<file path="src/rtl/alu_pkg.sv">
// Shared definitions for the parametrised sequential ALU.
// Holds op codes, FSM state encoding, iteration modes and done-cycle latencies.
// No logic of its own; imported by the controller and the step unit.
package alu_pkg;

    localparam logic [1:0] OP_ADD = 2'b00;
    localparam logic [1:0] OP_SUB = 2'b01;
    localparam logic [1:0] OP_MUL = 2'b10;
    localparam logic [1:0] OP_DIV = 2'b11;

    typedef enum logic [2:0] {
        S_IDLE     = 3'd0,
        S_LOAD_Y   = 3'd1,
        S_ADDSUB   = 3'd2,
        S_MUL_STEP = 3'd3,
        S_DIV_STEP = 3'd4,
        S_DIV_FIX  = 3'd5,
        S_DONE     = 3'd6
    } state_t;

    typedef enum logic {
        STEP_BOOTH = 1'b0,
        STEP_DIV   = 1'b1
    } step_mode_t;

    // Cycle (counting the start-sampling edge as cycle 0) in which done is high.
    localparam int LAT_ADDSUB = 3;
    localparam int LAT_DIV0   = 3;

    function automatic int lat_mul(input int width);
        return width + 3;
    endfunction

    function automatic int lat_div(input int width);
        return width + 4;
    endfunction

endpackage

</file>
<file path="src/rtl/alu_step_unit.sv">
// One Booth-multiply or non-restoring-divide iteration on {A,Q,Q-1}.
// Latency: purely combinational, zero cycles.
// Backpressure: none; the controller decides when to register the result.
module alu_step_unit
    import alu_pkg::*;
#(
    parameter int WIDTH = 8
) (
    input  step_mode_t       mode,
    input  logic [WIDTH:0]   a_in,
    input  logic [WIDTH-1:0] q_in,
    input  logic             q_m1_in,
    input  logic [WIDTH-1:0] m_in,
    output logic [WIDTH:0]   a_out,
    output logic [WIDTH-1:0] q_out,
    output logic             q_m1_out
);

    logic [WIDTH:0]   m_sx;
    logic [WIDTH:0]   m_zx;
    logic [WIDTH:0]   sum;
    logic [WIDTH:0]   a_sh;
    logic [WIDTH-1:0] q_sh;

    assign m_sx = {m_in[WIDTH-1], m_in};
    assign m_zx = {1'b0, m_in};

    // Booth: conditional add/sub then arithmetic shift right; divide: shift left then add/sub by sign of A
    always_comb begin
        sum      = a_in;
        a_sh     = a_in;
        q_sh     = q_in;
        a_out    = a_in;
        q_out    = q_in;
        q_m1_out = q_m1_in;
        if (mode == STEP_BOOTH) begin
            case ({q_in[0], q_m1_in})
                2'b01:   sum = a_in + m_sx;
                2'b10:   sum = a_in - m_sx;
                default: sum = a_in;
            endcase
            {a_out, q_out, q_m1_out} = {sum[WIDTH], sum, q_in};
        end else begin
            {a_sh, q_sh} = {a_in[WIDTH-1:0], q_in, 1'b0};
            if (!a_in[WIDTH]) begin
                sum = a_sh - m_zx;
            end else begin
                sum = a_sh + m_zx;
            end
            a_out = sum;
            q_out = {q_sh[WIDTH-1:1], ~sum[WIDTH]};
        end
    end

endmodule

</file>
<file path="src/rtl/alu_seq_param.sv">
// Sequential WIDTH-bit ALU: signed add/sub, Booth multiply, unsigned non-restoring divide.
// Latency: done in cycle 3 (add/sub, div by zero), WIDTH+3 (mul), WIDTH+4 (div).
// Backpressure: start is only accepted in IDLE; busy is high for every other state.
module alu_seq_param
    import alu_pkg::*;
#(
    parameter int WIDTH = 8
) (
    input  logic                 clk,
    input  logic                 rst,
    input  logic [WIDTH-1:0]     inbus,
    input  logic [1:0]           op,
    input  logic                 start,
    output logic [2*WIDTH-1:0]   outbus,
    output logic                 done,
    output logic                 busy,
    output logic                 ovf,
    output logic                 dz,
    output logic [2:0]           state,
    output logic [WIDTH-1:0]     A,
    output logic [WIDTH-1:0]     Q,
    output logic [WIDTH-1:0]     M
);

    localparam int CW = $clog2(WIDTH + 1);

    state_t             state_q;
    state_t             state_d;
    logic [1:0]         op_q;
    logic [WIDTH:0]     a_q;
    logic [WIDTH-1:0]   q_q;
    logic [WIDTH-1:0]   m_q;
    logic               q_m1_q;
    logic [CW-1:0]      cnt_q;
    logic [2*WIDTH-1:0] out_q;
    logic               ovf_q;
    logic               dz_q;

    logic [WIDTH:0]     step_a;
    logic [WIDTH-1:0]   step_q;
    logic               step_q_m1;
    step_mode_t         step_mode;
    logic               last_step;
    logic [WIDTH:0]     addsub_s;
    logic [WIDTH:0]     a_fix;

    assign step_mode = (state_q == S_DIV_STEP) ? STEP_DIV : STEP_BOOTH;
    // The counter reaches WIDTH after the final iteration; that extra cycle commits the result.
    assign last_step = (cnt_q == CW'(WIDTH));
    assign a_fix     = a_q[WIDTH] ? (a_q + {1'b0, m_q}) : a_q;
    assign addsub_s  = (op_q == OP_SUB) ? ({q_q[WIDTH-1], q_q} - {m_q[WIDTH-1], m_q})
                                        : ({q_q[WIDTH-1], q_q} + {m_q[WIDTH-1], m_q});

    alu_step_unit #(.WIDTH(WIDTH)) u_step (
        .mode     (step_mode),
        .a_in     (a_q),
        .q_in     (q_q),
        .q_m1_in  (q_m1_q),
        .m_in     (m_q),
        .a_out    (step_a),
        .q_out    (step_q),
        .q_m1_out (step_q_m1)
    );

    // State register
    always_ff @(posedge clk) begin
        if (!rst) begin
            state_q <= S_IDLE;
        end else begin
            state_q <= state_d;
        end
    end

    // Next-state decode; divide-by-zero passes through DIV_FIX so it reports in the same cycle as add/sub
    always_comb begin
        state_d = state_q;
        case (state_q)
            S_IDLE:     if (start) state_d = S_LOAD_Y;
            S_LOAD_Y: begin
                case (op_q)
                    OP_MUL:  state_d = S_MUL_STEP;
                    OP_DIV:  state_d = (inbus == '0) ? S_DIV_FIX : S_DIV_STEP;
                    default: state_d = S_ADDSUB;
                endcase
            end
            S_ADDSUB:   state_d = S_DONE;
            S_MUL_STEP: if (last_step) state_d = S_DONE;
            S_DIV_STEP: if (last_step) state_d = S_DIV_FIX;
            S_DIV_FIX:  state_d = S_DONE;
            S_DONE:     state_d = S_IDLE;
            default:    state_d = S_IDLE;
        endcase
    end

    // Datapath registers: operand capture, iteration and result/flag commit
    always_ff @(posedge clk) begin
        if (!rst) begin
            op_q   <= '0;
            a_q    <= '0;
            q_q    <= '0;
            m_q    <= '0;
            q_m1_q <= 1'b0;
            cnt_q  <= '0;
            out_q  <= '0;
            ovf_q  <= 1'b0;
            dz_q   <= 1'b0;
        end else begin
            case (state_q)
                S_IDLE: begin
                    if (start) begin
                        op_q   <= op;
                        q_q    <= inbus;
                        a_q    <= '0;
                        q_m1_q <= 1'b0;
                        cnt_q  <= '0;
                        ovf_q  <= 1'b0;
                        dz_q   <= 1'b0;
                    end
                end
                S_LOAD_Y: begin
                    m_q <= inbus;
                    if (op_q == OP_DIV && inbus == '0) begin
                        dz_q  <= 1'b1;
                        out_q <= {q_q, {WIDTH{1'b1}}};
                    end
                end
                S_ADDSUB: begin
                    out_q <= {{(WIDTH-1){addsub_s[WIDTH]}}, addsub_s};
                    ovf_q <= addsub_s[WIDTH] ^ addsub_s[WIDTH-1];
                end
                S_MUL_STEP, S_DIV_STEP: begin
                    if (last_step) begin
                        if (state_q == S_MUL_STEP) begin
                            out_q <= {a_q[WIDTH-1:0], q_q};
                        end
                    end else begin
                        a_q    <= step_a;
                        q_q    <= step_q;
                        q_m1_q <= step_q_m1;
                        cnt_q  <= cnt_q + 1'b1;
                    end
                end
                S_DIV_FIX: begin
                    if (!dz_q) begin
                        a_q   <= a_fix;
                        out_q <= {a_fix[WIDTH-1:0], q_q};
                    end
                end
                default: ;
            endcase
        end
    end

    assign outbus = out_q;
    assign ovf    = ovf_q;
    assign dz     = dz_q;
    assign done   = (state_q == S_DONE);
    assign busy   = (state_q != S_IDLE);
    assign state  = state_q;
    assign A      = a_q[WIDTH-1:0];
    assign Q      = q_q;
    assign M      = m_q;

endmodule

</file>
<file path="config.mk">
export PLATFORM = sky130hd
export DESIGN_NAME = alu_seq_param
export DESIGN_NICKNAME = d
export VERILOG_FILES = /design/src/rtl/alu_pkg.sv /design/src/rtl/alu_step_unit.sv /design/src/rtl/alu_seq_param.sv
export SDC_FILE = /design/constraint.sdc
export NUM_CORES = 1
export LEC_CHECK = 0
export CORE_MARGIN = 10
export CORE_UTILIZATION = 50
export CTS_CLUSTER_DIAMETER = 80
export CTS_CLUSTER_SIZE = 14
export DETAILED_ROUTE_END_ITERATION = 8
export PLACE_DENSITY = 0.73
export SKIP_CTS_REPAIR_TIMING = 1
export SLEW_MARGIN = 30
export SYNTH_ARGS = -nofsm -noshare
export SYNTH_HDL_FRONTEND = slang
export SYNTH_SLANG_ARGS = --single-unit
</file>
<file path="constraint.sdc">
create_clock -name clk -period 3.6 [get_ports clk]
set_input_delay 0.36 -clock clk [delete_from_list [all_inputs] [get_ports clk]]
set_output_delay 0.36 -clock clk [all_outputs]
set_load 0.005 [all_outputs]
</file>
**Word-level counts from Yosys, hierarchy flattened**

Cells that the tools add are included.

- Equal/unequal tests: 21
- Muxes and demuxes: 36
- Bitwise logic cells: 2
- Reduce and logical (&&, ||, !) cells: 19
- Add/sub/neg operators: 8

Operators with widths:

| kind | count |
|---|---|
| two-way mux 9 bit | 8 |
| two-way mux 16 bit | 4 |
| one-hot mux 16 bit (4 select lines) | 1 |
| one-hot mux 9 bit (3 select lines) | 1 |
| two-way mux 8 bit | 3 |
| adder 9 x 8 -> 9 bit | 2 |
| inequality test 2 bit (second input constant) | 9 |
| one-hot mux 9 bit (2 select lines) | 1 |
| one-hot mux 8 bit (2 select lines) | 1 |
| one-hot mux 3 bit (5 select lines) | 1 |
| adder 8 x 8 -> 9 bit | 1 |
| adder 9 bit | 1 |
| equality test 3 bit (second input constant) | 3 |
| two-way mux 3 bit | 3 |
| AND reduction 3 bit | 3 |
| subtractor 8 x 8 -> 9 bit | 1 |
| subtractor 9 x 8 -> 9 bit | 1 |
| subtractor 9 bit | 1 |
| zero test 8 bit | 1 |
| two-way mux 4 bit | 2 |
| one-hot mux 4 bit (2 select lines) | 1 |
| AND reduction 4 bit | 2 |
| equality test 2 bit (second input constant) | 3 |
| equality test 3 x 2 -> 1 bit (second input constant) | 2 |
| 17 further kinds | 30 |

- Output and inout port bits: 47
- Logic and storage cells: 96
- Register bits after elaboration: 53
- Bits of input ports: 13

**Longest topological paths before layout**

- Word-level depth: 7
- Gate-level depth with buffers: 14
- Mapped depth without buffers: 14

**By module**

A second synthesis with hierarchy kept.

- Cells, all modules: 642
- Area, all modules: 4,916.0 um^2

By module, submodules not included:

| module | cells an instance | instances | area each (um^2) | sequential area each (um^2) |
|---|---|---|---|---|
| alu_seq_param | 450 | 1 | 3,560.9 | 1,061.0 |
| alu_step_unit | 192 | 1 | 1,355.0 | 0.0 |

**Least setup slack after synthesis**

No wires, ideal clock.

- Path kind: register -> register
- From: reg m_q[1], in the netlist M[1]
- To: reg out_q[13], in the netlist outbus[13]
- Path slack: 0.453 ns
- Arrival: 3.058 ns
- Buffers on the path: 0
- Setup time: 0.088 ns
- Cell stages (with the launch flop): 15
- Cells stage by stage: dfxtp_1 inv_1 ha_1 nor3b_2 nor3b_1 nor2_1 xnor2_1 ha_1 a21o_1 a21oi_1 nand2_1 a21oi_1 xnor2_1 o311a_4 a311oi_2

- Longest elaborated chain between the ends: 4
- Elaborated cells between the ends (all ways): 7

Ends and longest elaborated chain:

| element | RTL line | source |
|---|---|---|
| start: declaration | alu_seq_param.sv:32 | `logic [WIDTH-1:0] m_q;` |
| start signal: assignment | alu_seq_param.sv:121 | `m_q <= inbus;` |
| adder 9 x 8 -> 9 bit | alu_seq_param.sv:50 | `assign a_fix = a_q[WIDTH] ? (a_q + {1'b0, m_q}) : a_q;` |
| two-way mux 9 bit | alu_seq_param.sv:50 |  |
| two-way mux 16 bit | alu_seq_param.sv:144 | `if (!dz_q) begin` |
| one-hot mux 16 bit (4 select lines) * | alu_seq_param.sv:108 | `case (state_q)` |
| end signal: assignment | alu_seq_param.sv:124 | `out_q <= {q_q, {WIDTH{1'b1}}};` |
| end signal: assignment | alu_seq_param.sv:128 | `out_q <= {{(WIDTH-1){addsub_s[WIDTH]}}, addsub_s};` |
| end signal: assignment | alu_seq_param.sv:146 | `out_q <= {a_fix[WIDTH-1:0], q_q};` |
| end: declaration | alu_seq_param.sv:35 | `logic [2*WIDTH-1:0] out_q;` |

Every way passes the cells marked *; elsewhere a longest branch is shown, timed or not. The select of a mux whose other input is x is not followed.
A chain may end at the register's enable or synchronous reset.

**Final worst setup path**

- From: reg m_q[0], in the netlist M[0]
- To: reg out_q[15], in the netlist outbus[15]

The elaborated chain is that of the path after synthesis.

==> impl_metrics.prom <==
# TYPE chip_impl_metric gauge
chip_impl_info{name="outcome",value="complete, no violations"} 1
chip_impl_info{name="min_delay_startpoint",value="outbus[5]"} 1
chip_impl_metric{name="finalSetupTns",unit="ps"} 0
chip_impl_metric{name="synth.distinct_cells",unit=""} 70
chip_impl_metric{name="pre_cts_slack",unit="ps"} 328
chip_impl_metric{name="max_ir_drop_vdd",unit="mV"} 0.657
chip_impl_metric{name="syn_to_final_growth",unit="%"} 15.2
chip_impl_metric{name="post_route_cells_drive_above_1_share",unit="%"} 6.95
chip_impl_metric{name="hpwlAfterDp",unit="um"} 11800
chip_impl_info{name="critical-path-slowest-cell",value="sky130_fd_sc_hd__dfxtp_1"} 1
chip_impl_metric{name="design.core.area",unit="sq mm"} 0.00920
chip_impl_metric{name="total_power",unit="mW"} 6.03
chip_impl_metric{name="numPlacedInstances",unit=""} 765
chip_impl_metric{name="final_cell_count_no_fill",unit=""} 773
chip_impl_metric{name="fmax",unit="GHz"} 0.304
chip_impl_metric{name="clock_pin_slew_worst_setup_and_hold_paths",unit="ps"} 110
chip_impl_metric{name="buffer_ports.inserted",unit=""} 59
chip_impl_metric{name="critPathBufInv",unit=""} 1
chip_impl_metric{name="grt_pass1_wl",unit="um"} 24000
chip_impl_metric{name="report.final.slew_viol_count",unit=""} 0
chip_impl_metric{name="drtIter0Drc",unit=""} 558
chip_impl_metric{name="multi_input_area",unit="sq mm"} 0.00335
chip_impl_metric{name="boundaryPins",unit=""} 60
chip_impl_metric{name="slew_headroom",unit="%"} 52.4
chip_impl_metric{name="routed_via_density",unit=""} 6.32
chip_impl_metric{name="postLayoutCoreUtil",unit="%"} 59.1
chip_impl_metric{name="max-cap-violations",unit=""} 0
chip_impl_metric{name="die_footprint",unit="sq mm"} 0.0137
chip_impl_info{name="critical_path.startpoint_type",value="flip-flop"} 1
chip_impl_metric{name="crit_path_max_fanout",unit=""} 8
chip_impl_metric{name="finalCriticalPeriod",unit="ps"} 3290
chip_impl_metric{name="num-fill-cells",unit=""} 844
chip_impl_metric{name="cts_inserted_buffers",unit=""} 5
chip_impl_metric{name="setup_viol",unit=""} 0
chip_impl_metric{name="synthesis.nets",unit=""} 677
chip_impl_metric{name="die_y",unit="um"} 117
chip_impl_info{name="synthFlopType",value="sky130_fd_sc_hd__dfxtp_1"} 1
chip_impl_metric{name="clk_latency",unit="ps"} 320
chip_impl_metric{name="fin_ws",unit="ps"} 313
chip_impl_metric{name="drc",unit=""} 0
chip_impl_info{name="worstSetupEndpointType",value="flip-flop"} 1
chip_impl_metric{name="critPathRequiredTime",unit="ps"} 3830
chip_impl_info{name="tritoncts_clock_tree",value="done"} 1
chip_impl_info{name="critical_path.cell_chain",value="inv_1 -> ha_1 -> nor3b_2 -> nor3b_2 -> nor2_1 -> xnor2_1 -> ha_1 -> a21o_1 -> a21oi_1 -> nand2_1 -> a21oi_1 -> xnor2_1 -> o311a_4 -> a311oi_2"} 1
chip_impl_metric{name="cell_depth_of_the_worst_hold_path",unit=""} 2
chip_impl_metric{name="detail_route.first_pass.iterations",unit=""} 5
chip_impl_metric{name="detail_route.wl_per_cell",unit="um"} 20.0
chip_impl_metric{name="power_per_cell_area",unit="mW/mm^2"} 1110
chip_impl_info{name="min_path_type",value="flip-flop to flip-flop"} 1
chip_impl_info{name="timing.rr.start",value="M[0]"} 1
chip_impl_metric{name="finalWeightedCongestion",unit=""} 0.944
chip_impl_metric{name="cts_max_level",unit=""} 2
chip_impl_info{name="grt_setup_unrepaired",value="false"} 1
chip_impl_metric{name="grt_antenna_before_repair",unit=""} 0
chip_impl_metric{name="detailroute.via_count",unit=""} 4883
chip_impl_metric{name="num-nets-final",unit=""} 714
chip_impl_metric{name="synth_cells",unit=""} 624
chip_impl_metric{name="seq_area_frac_synth",unit="%"} 22.5
chip_impl_metric{name="transition_at_the_pin_with_the_smallest_max_transition_slack",unit="ps"} 713
chip_impl_metric{name="syn_warnings",unit=""} 0
chip_impl_metric{name="floorplan.initialDensity",unit="%"} 51.3
chip_impl_metric{name="total_leakage_power",unit="nW"} 2.06
chip_impl_metric{name="first_global_vias",unit=""} 4444
chip_impl_metric{name="synth-edff-count",unit=""} 0
chip_impl_metric{name="num_antenna_cells",unit=""} 0
chip_impl_metric{name="drt-total-wl",unit="um"} 15500
chip_impl_info{name="worst_setup_path_type",value="flip-flop to flip-flop"} 1
chip_impl_metric{name="postSynth.asyncResetShare",unit="%"} 0
chip_impl_info{name="clk_root_buffer_cell",value="sky130_fd_sc_hd__clkbuf_8"} 1
chip_impl_metric{name="final-seq-area",unit="sq mm"} 0.00106
chip_impl_metric{name="grt.overflow.total",unit=""} 0
chip_impl_info{name="rr_endpoint",value="outbus[15]"} 1
chip_impl_metric{name="post_synth_instance_area",unit="sq mm"} 0.00472
chip_impl_metric{name="synth_seq_cells",unit=""} 53
chip_impl_metric{name="arrival",unit="ps"} 3510
chip_impl_metric{name="cts_num_sinks",unit=""} 53
chip_impl_metric{name="standard_cell_row_count",unit=""} 35
chip_impl_info{name="timing.critical_path.max_delay_family",value="compound AO/OA/AOI/OAI gates"} 1
chip_impl_metric{name="r2r_slack",unit="ps"} 310
chip_impl_metric{name="die_w",unit="um"} 117
chip_impl_metric{name="depth_of_the_most_critical_reg_to_reg_path",unit=""} 14
chip_impl_metric{name="final_hold_viol_count",unit=""} 0
chip_impl_metric{name="mean_area_per_synthesized_cell",unit="sq um"} 7.57
chip_impl_metric{name="fin_worst_skew",unit="ps"} 10.3
chip_impl_metric{name="maximum_number_of_pins_on_one_net_before_global_route_repair",unit=""} 37
chip_impl_metric{name="critical-path-max-stage-delay",unit="ps"} 510
chip_impl_metric{name="clk_path_buf_depth",unit=""} 2
chip_impl_metric{name="drt.antenna.violating_nets",unit=""} 0
chip_impl_metric{name="track_usage",unit="%"} 22.1
chip_impl_info{name="hold-path-endpoint",value="outbus[5]"} 1
chip_impl_metric{name="min_period_over_period",unit="%"} 91.3
-- synthesized netlist by cell type (all sizes together) (6+ instances only) --
cell type	instances	area, sq um
o221ai	8	70.1
o21ai	56	284
clkbuf	26	97.6
nand2	89	342
xor2	16	148
nor3	12	60.1
dfxtp	53	1060
inv	22	82.6
a211oi	6	45.0
a22oi	9	67.6
o211ai	6	45.0
a21oi	42	214
nand2b	7	43.8
buf	20	138
nor2b	10	62.6
xnor2	28	245
nor3b	8	65.1
nand3	11	55.1
or3	9	56.3
nor2	62	233
mux2i	11	110
ha	36	450
-- layout make-up --
class | count | area share (%)
multi-input cells | 503 | 61.6
repair buffers | 76 | 13.2
clock inverters | 2 | 0.253
well taps | 111 | 2.55
flip-flops and latches | 53 | 19.5
clock buffers | 6 | 1.33
inverters | 22 | 1.52
-- layout by cell type (no fill, tap or decap), types with 10 or more instances in the layout --
master / instances
sky130_fd_sc_hd__a21oi_1: 41
sky130_fd_sc_hd__buf_4: 17
sky130_fd_sc_hd__clkdlybuf4s50_1: 59
sky130_fd_sc_hd__dfxtp_1: 53
sky130_fd_sc_hd__ha_1: 36
sky130_fd_sc_hd__inv_1: 21
sky130_fd_sc_hd__mux2i_1: 11
sky130_fd_sc_hd__nand2_1: 88
sky130_fd_sc_hd__nand3_1: 11
sky130_fd_sc_hd__nor2_1: 62
sky130_fd_sc_hd__nor2b_1: 10
sky130_fd_sc_hd__nor3_1: 12
sky130_fd_sc_hd__o21ai_0: 38
sky130_fd_sc_hd__o21ai_1: 17
sky130_fd_sc_hd__xnor2_1: 28
sky130_fd_sc_hd__xor2_1: 15
-- power by group --
group / switching [mW] / total, mW / internal (mW)
clock network: 0.230 / 0.370 / 0.140
registers: 0.347 / 1.12 / 0.773
logic: 2.53 / 4.54 / 2.01
-- per-layer routing --
metal	global-route usage (%)	routed length, um	vias up
li1	-	-	2292
met1	30.7	6700	2312
met2	35.0	7090	252
met3	4.18	1460	27
met4	4.37	219	0
met5	0	0	-
-- cell families after synthesis --
kind of cell               after synthesis  share of synthesized area, %
xor gates and xnor gates                44                          8.32
buffers and inverters                   68                          6.73
and+or+nand+nor                        227                          22.4
AOI/OAI and AO/OA                      178                          25.7
muxes                                   14                          3.05
DFF                                     53                          22.5
adders and majority gates               40                          11.2
-- sequential cells by signal (all words and copies together), names as in the netlist, 2 cells and up --
signal  count
op_q        2
state       3
a_q         9
outbus     16
M           8
cnt_q       4
Q           8
-- tightest hold or removal path, delay by kind of cell (launching register included) --
| kind | cells | cell delay, ps |
|---|---|---|
| DFF | 1 | 320 |
| and+or+nand+nor | 1 | 50 |
| AOI/OAI and AO/OA | 1 | 50 |
-- worst max path at each step --
stage | endpoint | slack [ps] | depth (start not counted) | from
4_1_cts | outbus[15] | 260 | 14 | M[0]
3_3_place_gp | outbus[15] | 440 | 14 | M[1]
2_1_floorplan | outbus[13] | 450 | 14 | M[1]
5_1_grt | outbus[14] | 40 | 14 | M[0]
6_report | outbus[15] | 310 | 14 | M[0]
3_5_place_dp | outbus[15] | 330 | 14 | M[1]
-- per-stage QoR --
stage | hold slack [ps] | instance area (sq um)
after floorplan | 448 | 4720
after detailed placement | 450 | 5340
final | 459 | 5440
after global placement | 443 | 5340
after CTS | 466 | 5430
after global routing | 484 | 5440
Note: power is estimated with default switching activity, not from simulation.
